<file path="config.mk">
export PLATFORM = sky130hd
export DESIGN_NAME = l1_dcache_ctrl
export DESIGN_NICKNAME = d
export VERILOG_FILES = /design/src/rtl/l1_dcache_ctrl.sv
export SDC_FILE = /design/constraint.sdc
export NUM_CORES = 2
export LEC_CHECK = 0
export CAP_MARGIN = 10
export CORE_ASPECT_RATIO = 1.1
export CORE_MARGIN = 8
export CORE_UTILIZATION = 45
export CTS_CLUSTER_DIAMETER = 60
export DETAILED_ROUTE_END_ITERATION = 12
export GPL_ROUTABILITY_DRIVEN = 0
export HOLD_SLACK_MARGIN = 0.12
export PLACE_DENSITY = 0.69
export SYNTH_ARGS = -nofsm -noshare
export SYNTH_HDL_FRONTEND = slang
export SYNTH_SLANG_ARGS = --single-unit
</file>
<file path="constraint.sdc">
create_clock -name clock -period 6.5 [get_ports clock]
set_clock_uncertainty 0.1 [all_clocks]
set_input_delay 0.975 -clock clock [delete_from_list [all_inputs] [get_ports clock]]
set_output_delay 0.975 -clock clock [all_outputs]
set_load 0.03 [all_outputs]
</file>
<file path="src/rtl/l1_dcache_ctrl.sv">
// l1_dcache_ctrl
// Direct-mapped, write-back, write-allocate L1 data cache. It sits between the
// CPU MEM stage and a block-wide Dmem. Hits complete in the same cycle. A miss
// stalls the CPU, writes back a dirty victim and then refills the line.
//
// Ports
//   clock, reset            : system clock and synchronous active-high reset
//   cpu_ren/cpu_wen         : load / store strobes (both high means store)
//   cpu_addr, cpu_wdata     : byte address and store data
//   cpu_rdata, cpu_stall    : combinational load data and stall
//   mem_ren/mem_wen         : registered Dmem read / write requests
//   mem_block_address       : registered {tag, index} block address
//   mem_din                 : registered victim block for write-back
//   mem_ready, mem_done     : Dmem idle flag and completion pulse
//   mem_dout                : refill block
//   hit_count, miss_count   : wrapping performance counters
module l1_dcache_ctrl #(
  parameter int NUM_LINES  = 8,
  parameter int BLOCK_W    = 256,
  parameter int WORD_W     = 32,
  parameter int MEM_ADDR_W = 5
) (
  input  logic                  clock,
  input  logic                  reset,
  input  logic                  cpu_ren,
  input  logic                  cpu_wen,
  input  logic [31:0]           cpu_addr,
  input  logic [WORD_W-1:0]     cpu_wdata,
  output logic [WORD_W-1:0]     cpu_rdata,
  output logic                  cpu_stall,
  output logic                  mem_ren,
  output logic                  mem_wen,
  output logic [MEM_ADDR_W-1:0] mem_block_address,
  output logic [BLOCK_W-1:0]    mem_din,
  input  logic                  mem_ready,
  input  logic                  mem_done,
  input  logic [BLOCK_W-1:0]    mem_dout,
  output logic [31:0]           hit_count,
  output logic [31:0]           miss_count
);

  localparam int IDX_W = $clog2(NUM_LINES);
  localparam int TAG_W = MEM_ADDR_W - IDX_W;
  localparam int OFF_W = $clog2(BLOCK_W / WORD_W);
  localparam int TOP_B = 2 + OFF_W + IDX_W + TAG_W;

  typedef enum logic [2:0] {
    S_IDLE    = 3'd0,
    S_WB_REQ  = 3'd1,
    S_WB_WAIT = 3'd2,
    S_RF_REQ  = 3'd3,
    S_RF_WAIT = 3'd4
  } state_e;

  state_e state_q, state_d;

  logic [BLOCK_W-1:0]    data_q [NUM_LINES];
  logic [TAG_W-1:0]      tag_q  [NUM_LINES];
  logic [NUM_LINES-1:0]  valid_q, dirty_q;

  logic                  mem_ren_q, mem_ren_d;
  logic                  mem_wen_q, mem_wen_d;
  logic [MEM_ADDR_W-1:0] mem_addr_q, mem_addr_d;
  logic [BLOCK_W-1:0]    mem_din_q, mem_din_d;
  logic [31:0]           hit_cnt_q, hit_cnt_d;
  logic [31:0]           miss_cnt_q, miss_cnt_d;

  logic [OFF_W-1:0] word_s;
  logic [IDX_W-1:0] idx_s;
  logic [TAG_W-1:0] tag_s;
  logic             req_s, is_store_s, hit_s, idle_s;
  logic             store_hit_s, refill_s, wb_done_s;
  logic             unused_addr_s;

  assign word_s        = cpu_addr[2 +: OFF_W];
  assign idx_s         = cpu_addr[2 + OFF_W +: IDX_W];
  assign tag_s         = cpu_addr[2 + OFF_W + IDX_W +: TAG_W];
  assign unused_addr_s = ^{cpu_addr[31:TOP_B], cpu_addr[1:0]};

  assign req_s       = cpu_ren | cpu_wen;
  assign is_store_s  = cpu_wen;            // store wins when both strobes are high
  assign hit_s       = valid_q[idx_s] & (tag_q[idx_s] == tag_s);
  assign idle_s      = (state_q == S_IDLE);
  assign store_hit_s = idle_s & req_s & hit_s & is_store_s;
  assign refill_s    = (state_q == S_RF_WAIT) & mem_done;
  assign wb_done_s   = (state_q == S_WB_WAIT) & mem_done;

  assign cpu_stall = req_s & ~(idle_s & hit_s);
  assign cpu_rdata = data_q[idx_s][int'(word_s) * WORD_W +: WORD_W];

  assign mem_ren           = mem_ren_q;
  assign mem_wen           = mem_wen_q;
  assign mem_block_address = mem_addr_q;
  assign mem_din           = mem_din_q;
  assign hit_count         = hit_cnt_q;
  assign miss_count        = miss_cnt_q;

  // Next-state, Dmem request and counter logic.
  always_comb begin
    state_d    = state_q;
    mem_ren_d  = mem_ren_q;
    mem_wen_d  = mem_wen_q;
    mem_addr_d = mem_addr_q;
    mem_din_d  = mem_din_q;
    hit_cnt_d  = hit_cnt_q;
    miss_cnt_d = miss_cnt_q;
    case (state_q)
      S_IDLE: begin
        if (req_s && hit_s) begin
          hit_cnt_d = hit_cnt_q + 32'd1;
        end else if (req_s) begin
          miss_cnt_d = miss_cnt_q + 32'd1;
          state_d    = (valid_q[idx_s] && dirty_q[idx_s]) ? S_WB_REQ : S_RF_REQ;
        end else begin
          state_d = S_IDLE;
        end
      end
      S_WB_REQ: begin
        if (mem_ready) begin
          mem_wen_d  = 1'b1;
          mem_addr_d = {tag_q[idx_s], idx_s};
          mem_din_d  = data_q[idx_s];
          state_d    = S_WB_WAIT;
        end else begin
          state_d = S_WB_REQ;
        end
      end
      S_WB_WAIT: begin
        if (mem_done) begin
          mem_wen_d = 1'b0;
          state_d   = S_RF_REQ;
        end else begin
          state_d = S_WB_WAIT;
        end
      end
      S_RF_REQ: begin
        if (mem_ready) begin
          mem_ren_d  = 1'b1;
          mem_addr_d = {tag_s, idx_s};
          state_d    = S_RF_WAIT;
        end else begin
          state_d = S_RF_REQ;
        end
      end
      S_RF_WAIT: begin
        if (mem_done) begin
          mem_ren_d = 1'b0;
          state_d   = S_IDLE;
        end else begin
          state_d = S_RF_WAIT;
        end
      end
      default: begin
        state_d   = S_IDLE;
        mem_ren_d = 1'b0;
        mem_wen_d = 1'b0;
      end
    endcase
  end

  // State, Dmem request and counter registers.
  always_ff @(posedge clock) begin
    if (reset) begin
      state_q    <= S_IDLE;
      mem_ren_q  <= 1'b0;
      mem_wen_q  <= 1'b0;
      mem_addr_q <= '0;
      mem_din_q  <= '0;
      hit_cnt_q  <= 32'd0;
      miss_cnt_q <= 32'd0;
    end else begin
      state_q    <= state_d;
      mem_ren_q  <= mem_ren_d;
      mem_wen_q  <= mem_wen_d;
      mem_addr_q <= mem_addr_d;
      mem_din_q  <= mem_din_d;
      hit_cnt_q  <= hit_cnt_d;
      miss_cnt_q <= miss_cnt_d;
    end
  end

  // Line valid/dirty bits; reset invalidates everything and discards dirty data.
  always_ff @(posedge clock) begin
    if (reset) begin
      valid_q <= '0;
      dirty_q <= '0;
    end else if (refill_s) begin
      valid_q[idx_s] <= 1'b1;
      dirty_q[idx_s] <= 1'b0;
    end else if (wb_done_s) begin
      dirty_q[idx_s] <= 1'b0;
    end else if (store_hit_s) begin
      dirty_q[idx_s] <= 1'b1;
    end
  end

  // Line data and tags; deliberately left untouched by reset.
  always_ff @(posedge clock) begin
    if (refill_s) begin
      data_q[idx_s] <= mem_dout;
      tag_q[idx_s]  <= tag_s;
    end else if (store_hit_s) begin
      data_q[idx_s][int'(word_s) * WORD_W +: WORD_W] <= cpu_wdata;
    end
  end

endmodule

</file>
# After elaboration in Yosys (flattened, before gate mapping)

Memories as Yosys holds them, arrays and structs flattened.
Cells that the tools add are included.

Muxes and demuxes: 285
Equality and inequality tests: 10
Bitwise gates (word level): 273
$add $sub $neg: 3
Order comparisons: 2
Shift-type cells: 3
Reduce and logical (&&, ||, !) cells: 14

Operator list:

| operator                                                                  | count |
|---|---|
| 1-bit 2-to-1 mux                                                          | 266 |
| 1-bit OR                                                                  | 257 |
| 256-bit 2-to-1 mux                                                        | 1 |
| 32-bit by 33-bit variable shift with 256-bit output, first input constant | 1 |
| 256-bit by 9-bit variable part select with 32-bit output                  | 1 |
| 32-bit by 33-bit variable part select with 256-bit output                 | 1 |
| 32-bit by 1-bit adder with 32-bit output, second input constant           | 2 |
| 8-bit negation with 33-bit output                                         | 1 |
| 8-bit 2-to-1 mux                                                          | 3 |
| 8-bit OR                                                                  | 2 |
| 3-bit one-hot mux with 5 select lines                                     | 1 |
| 3-bit AND reduction                                                       | 4 |
| 5-bit 2-to-1 mux                                                          | 2 |
| 2-bit inequality test, second input constant                              | 5 |
| 5-bit one-hot mux with 2 select lines                                     | 1 |
| 3-bit 2-to-1 mux                                                          | 3 |
| 1-bit bitwise AND                                                         | 8 |
| 8-bit bitwise AND                                                         | 1 |
| 8-bit inverter                                                            | 1 |
| 1-bit binary-select mux with 3-bit select                                 | 2 |
| 3-bit by 2-bit equality test with 1-bit output, second input constant     | 2 |
| 2-bit 2-to-1 mux                                                          | 3 |
| 1-bit one-hot mux with 3 select lines                                     | 2 |
| 3-bit OR reduction                                                        | 2 |
| 12 further kinds                                                          | 18 |

Memories kept: 2
Input bits: 326
Output and inout bits: 360
Register bits: 346
RAM bits: 2064

Memory list:

| memory | words | width | rd ports | clocked after Yosys merged registers in | wr ports | RTL line | RTL |
|---|---|---|---|---|---|---|---|
| data_q | 8     | 256   | 1        | 0                                       | 1        | 57       | `logic [BLOCK_W-1:0] data_q [NUM_LINES];` |
| tag_q  | 8     | 2     | 1        | 0                                       | 1        | 58       | `logic [TAG_W-1:0] tag_q [NUM_LINES];` |

# Depth between registers and ports, before layout

Word-level depth: 9
Mapped depth: 13
Mapped depth without buffers: 8

# Least setup slack after synthesis

OpenSTA, ideal clock, no wires.

Path type: input to register
Start point: in cpu_addr[2]
End point: mem data_q[0][192], enable pin
Setup time: 0.432 ns
Arrival time: 5.451 ns
Path buffers: 4
Path slack: 0.517 ns
Stages on the path: 10
Path through: clkinv_1 -> buf_2 -> buf_1 -> clkbuf_1 -> ha_1 -> ha_1 -> nor4_1 -> o2111ai_2 -> buf_2 -> a21oi_1

Longest elaborated chain between the ends: 4

RTL lines:

| what                                                | RTL line | RTL |
|---|---|---|
| start, declared                                     | 27       | `input logic [31:0] cpu_addr,` |
| 8-bit negation with 33-bit output                   | 203      | `data_q[idx_s][int'(word_s) * WORD_W +: WORD_W] <= cpu_wdata;` |
| 32-bit by 33-bit variable shift with 256-bit output | 203      |  |
| 256-bit 2-to-1 mux (not written as such)            | 203      |  |
| 1-bit OR (no line)                                  | n/a      |  |
| end, declared                                       | 57       |  |

Every way passes these cells.

# Final worst setup path

Start point: in cpu_addr[7]
End point: out cpu_rdata[29]

Longest elaborated chain between the ends: 2

RTL lines:

| what                                                     | RTL line | RTL |
|---|---|---|
| memory 8 x 256 bit                                       | n/a      |  |
| 256-bit by 9-bit variable part select with 32-bit output | 89       | `assign cpu_rdata = data_q[idx_s][int'(word_s) * WORD_W +: WORD_W];` |
| end, declared                                            | 29       | `output logic [WORD_W-1:0] cpu_rdata,` |

Every way passes these cells.

==> qor.txt <==
Setup TNS - 0 ns
Hold-fix buffers, CTS - 0
Via count of the first global-routing pass - 59,819
Layout Nets - 6,992
Area after DPL - 109,000 µm²
HP Class - flip-flop to flip-flop
Period utilisation layout - 89.5%
Sw frac - 24.9%
DR WL/cell - 39.3 µm
Final Max Tran Viols - 0
Synth cell types - 82
Max-capacitance violation count - 0
Crit Path Max Fanout - 45
Die Y - 502 µm
First-pass GRT wire length - 509,000 µm
Chip width - 457 µm
Gate power share - 10.8%
Mux share of post-synthesis cell area - 12.8%
Post-synth top area share - 64.3%
Post-CTS Setup Bufs - 0
Count leader, synth - edfxtp_1
Worst path required time - 5.42 ns
Net Sw Power - 0.00879 W
Vias per inst - 6.64
Xor and xnor area share after synthesis - 0.0182%
Post-synthesis sequential area ratio - 71.4%
Mapped Cells - 5,829
Minimum clock period - 5.82 ns
Async set-reset flop share out of synthesis - 0%
WL final - 381,000 µm
Mean Syn Cell Area - 16.5 µm²
Drt initial violations - 10,521
Fmax - 172 MHz
Largest net degree at the start of global routing - 157
Yosys top cell by area - edfxtp_1
CTS Sinks - 2,410
Antenna Nets Post-Route - 0
Post-Syn Nets - 6,159
Int Pwr - 0.0265 W
VDD IR max - 256 µV
Hold_sp - mem_din[65]$_SDFFE_PP0P_
Buffers on Ports - 661
Crit. End Element - output port
Inserted Clock Buffers - 232
Status - finished, final reports clean
Reg2Reg Launch Point - state_q[1]$_SDFFE_PP0N_
H-tree Lvls - 4
Clock tree buffer depth - 3
HPWL after DPL - 259,000 µm
Worst Reg-to-Reg Cells - 6
Share of layout cells above drive strength 1 - 20.1%
Area contributors post-synth - edfxtp_1, dfxtp_1, mux4_2
Max-slew headroom - 5.53%
Least-Margin Pin Slew - 1.42 ns
Adder-cell share of the synthesized area - 0.0519%
DIE AREA - 229,000 µm²
Setup CP Type - input pin to output port
WP data arrival - 4.74 ns
Final setup violation count - 0
Layout area overhead - 21.8%
Clock Power Share - 40.8%
Clock-pin slew on the worst setup and hold paths - 0.06 ns
# IOs - 686
Leak - 38.5 nW
Reg power frac - 48.3%
Register-to-Register Setup Slack - 2.40 ns
Fin area - 117,000 µm²
CTS tree - done
Worst Hold Depth - 2
CTS Root Buffer Type - clkbuf_16
Count of flip-flops with a built-in enable after synthesis - 2,064
Starting Density - 45.2%
RSZ-0062 raised after global routing - false
Total gr overflow - 0
Mapped Area - 96,500 µm²
Synth Area in Compound Gates - 9.26%
Clk Latency, worst-skew pair - 0.92 ns
Largest family of logic cells by synthesized area - multiplexers
P per Cell Area - 301 nW/µm²
DRT Pass-1 Iters - 8
Total core area - 214,000 µm²
Via count - 64,492
Simple-Gate Fraction of Synth Area - 3.94%
GR Util All Layers - 32.0%
Final number of hold-violating endpoints - 0
Synth cell count leaders - edfxtp_1, nor2_1, dfxtp_1
Yosys reg bits - 2,410
Initial antenna violation count - 47
Num rows - 178
Crit path launch type - input pin
Top FF cell, synth - edfxtp_1
Reg-to-Reg End - data_q[0][137]$_DFFE_PP_
Worst Hold End - mem_din[65]$_SDFFE_PP0P_
Post-cts sizing count - 0
Post-route DRC violation count - 0
Synth warn - 0
[sequential cells by signal (all words and copies together) (netlist names), named ones only]
| signal | flops |
|---|---|
| mem_ren | 1 |
| mem_block_address | 5 |
| valid_q | 8 |
| tag_q | 16 |
| hit_count | 32 |
| data_q | 2048 |
| state_q | 3 |
| mem_wen | 1 |
| mem_din | 256 |
| miss_count | 32 |
[area by class of cell]
class / instances / area (µm²)
Antenna cell: 46 / 115
Clock buffer: 288 / 6160
Clock inverter: 155 / 2090
Fill cell: 16483 / 96100
Inverter: 40 / 164
Multi-Input combinational cell: 2929 / 26000
Sequential cell: 2410 / 68900
Tap cell: 2790 / 3490
Timing Repair Buffer: 1049 / 10500
[stage by stage]
stage	setup slack, ns	utilization, %	hold slack [ns]	std cells	power [W]
3_5_place_dp	0.914	51.1	0.352	9218	0.0211
5_1_grt	0.666	54.9	0.390	9666	0.0359
6_report	0.685	55.0	0.355	9707	0.0353
4_1_cts	0.896	54.9	0.361	9661	0.0352
3_3_place_gp	0.899	51.1	0.345	9218	0.0211
2_1_floorplan	0.517	-	0.335	5829	0.0191
[worst max path at each step]
stage,startpoint,endpoint,depth (start not counted)
3_3_place_gp,cpu_addr[7],cpu_rdata[0],8
6_report,cpu_addr[7],cpu_rdata[29],8
5_1_grt,cpu_addr[7],cpu_rdata[20],10
2_1_floorplan,cpu_addr[2],data_q[0][192]$_DFFE_PP_,10
4_1_cts,cpu_addr[7],cpu_rdata[29],8
3_5_place_dp,cpu_addr[7],cpu_rdata[29],8
[layout by cell type (no fill, tap or decap), drive strengths merged, types with 228 or more instances in the layout]
cell / n
edfxtp: 2064
clkdlybuf4s50: 619
buf: 430
nor2: 419
mux2: 356
dfxtp: 346
mux2i: 325
clkbuf: 288
a221oi: 231
a211oi: 228
[critical path: stages]
cell	delay (ns)
buf_8	0.38
nand2b_1	0.64
buf_4	0.42
o22ai_1	0.16
a221oi_1	1.11
mux4_2	0.46
mux2i_1	0.21
buf_4	0.26
[power by group through the flow]
stage	Combinational, W	Sequential, W	Clock (W)
6_report	0.00382	0.0171	0.0144
5_1_grt	0.00388	0.0171	0.0150
3_5_place_dp	0.00372	0.0174	0
4_1_cts	0.00374	0.0171	0.0144
3_3_place_gp	0.00369	0.0174	0
2_1_floorplan	0.00143	0.0177	0
[logic make-up (layout without fill, tap and decap cells)]
kind of cell             count (synthesis)  after routing
AO/OA/AOI/OAI                         1189           1189
adder cells (fa/ha/maj)                  4              4
flip-flops                            2410           2410
XOR/XNOR                                 2              2
buffers and inverters                  490           1532
AND/OR/NAND/NOR                        833            833
multiplexers                           901            901
other                                    0             46
[routing by layer]
layer / share of wire (%) / track usage (%) / routed length [µm]
met3: 14 / 10.0 / 54700
met4: 8.7 / 22.4 / 33000
met2: 43 / 47.5 / 165000
met1: 34 / 40.0 / 128000
met5: 0.036 / 0 / 138
Note: power is estimated with default switching activity, not from simulation.
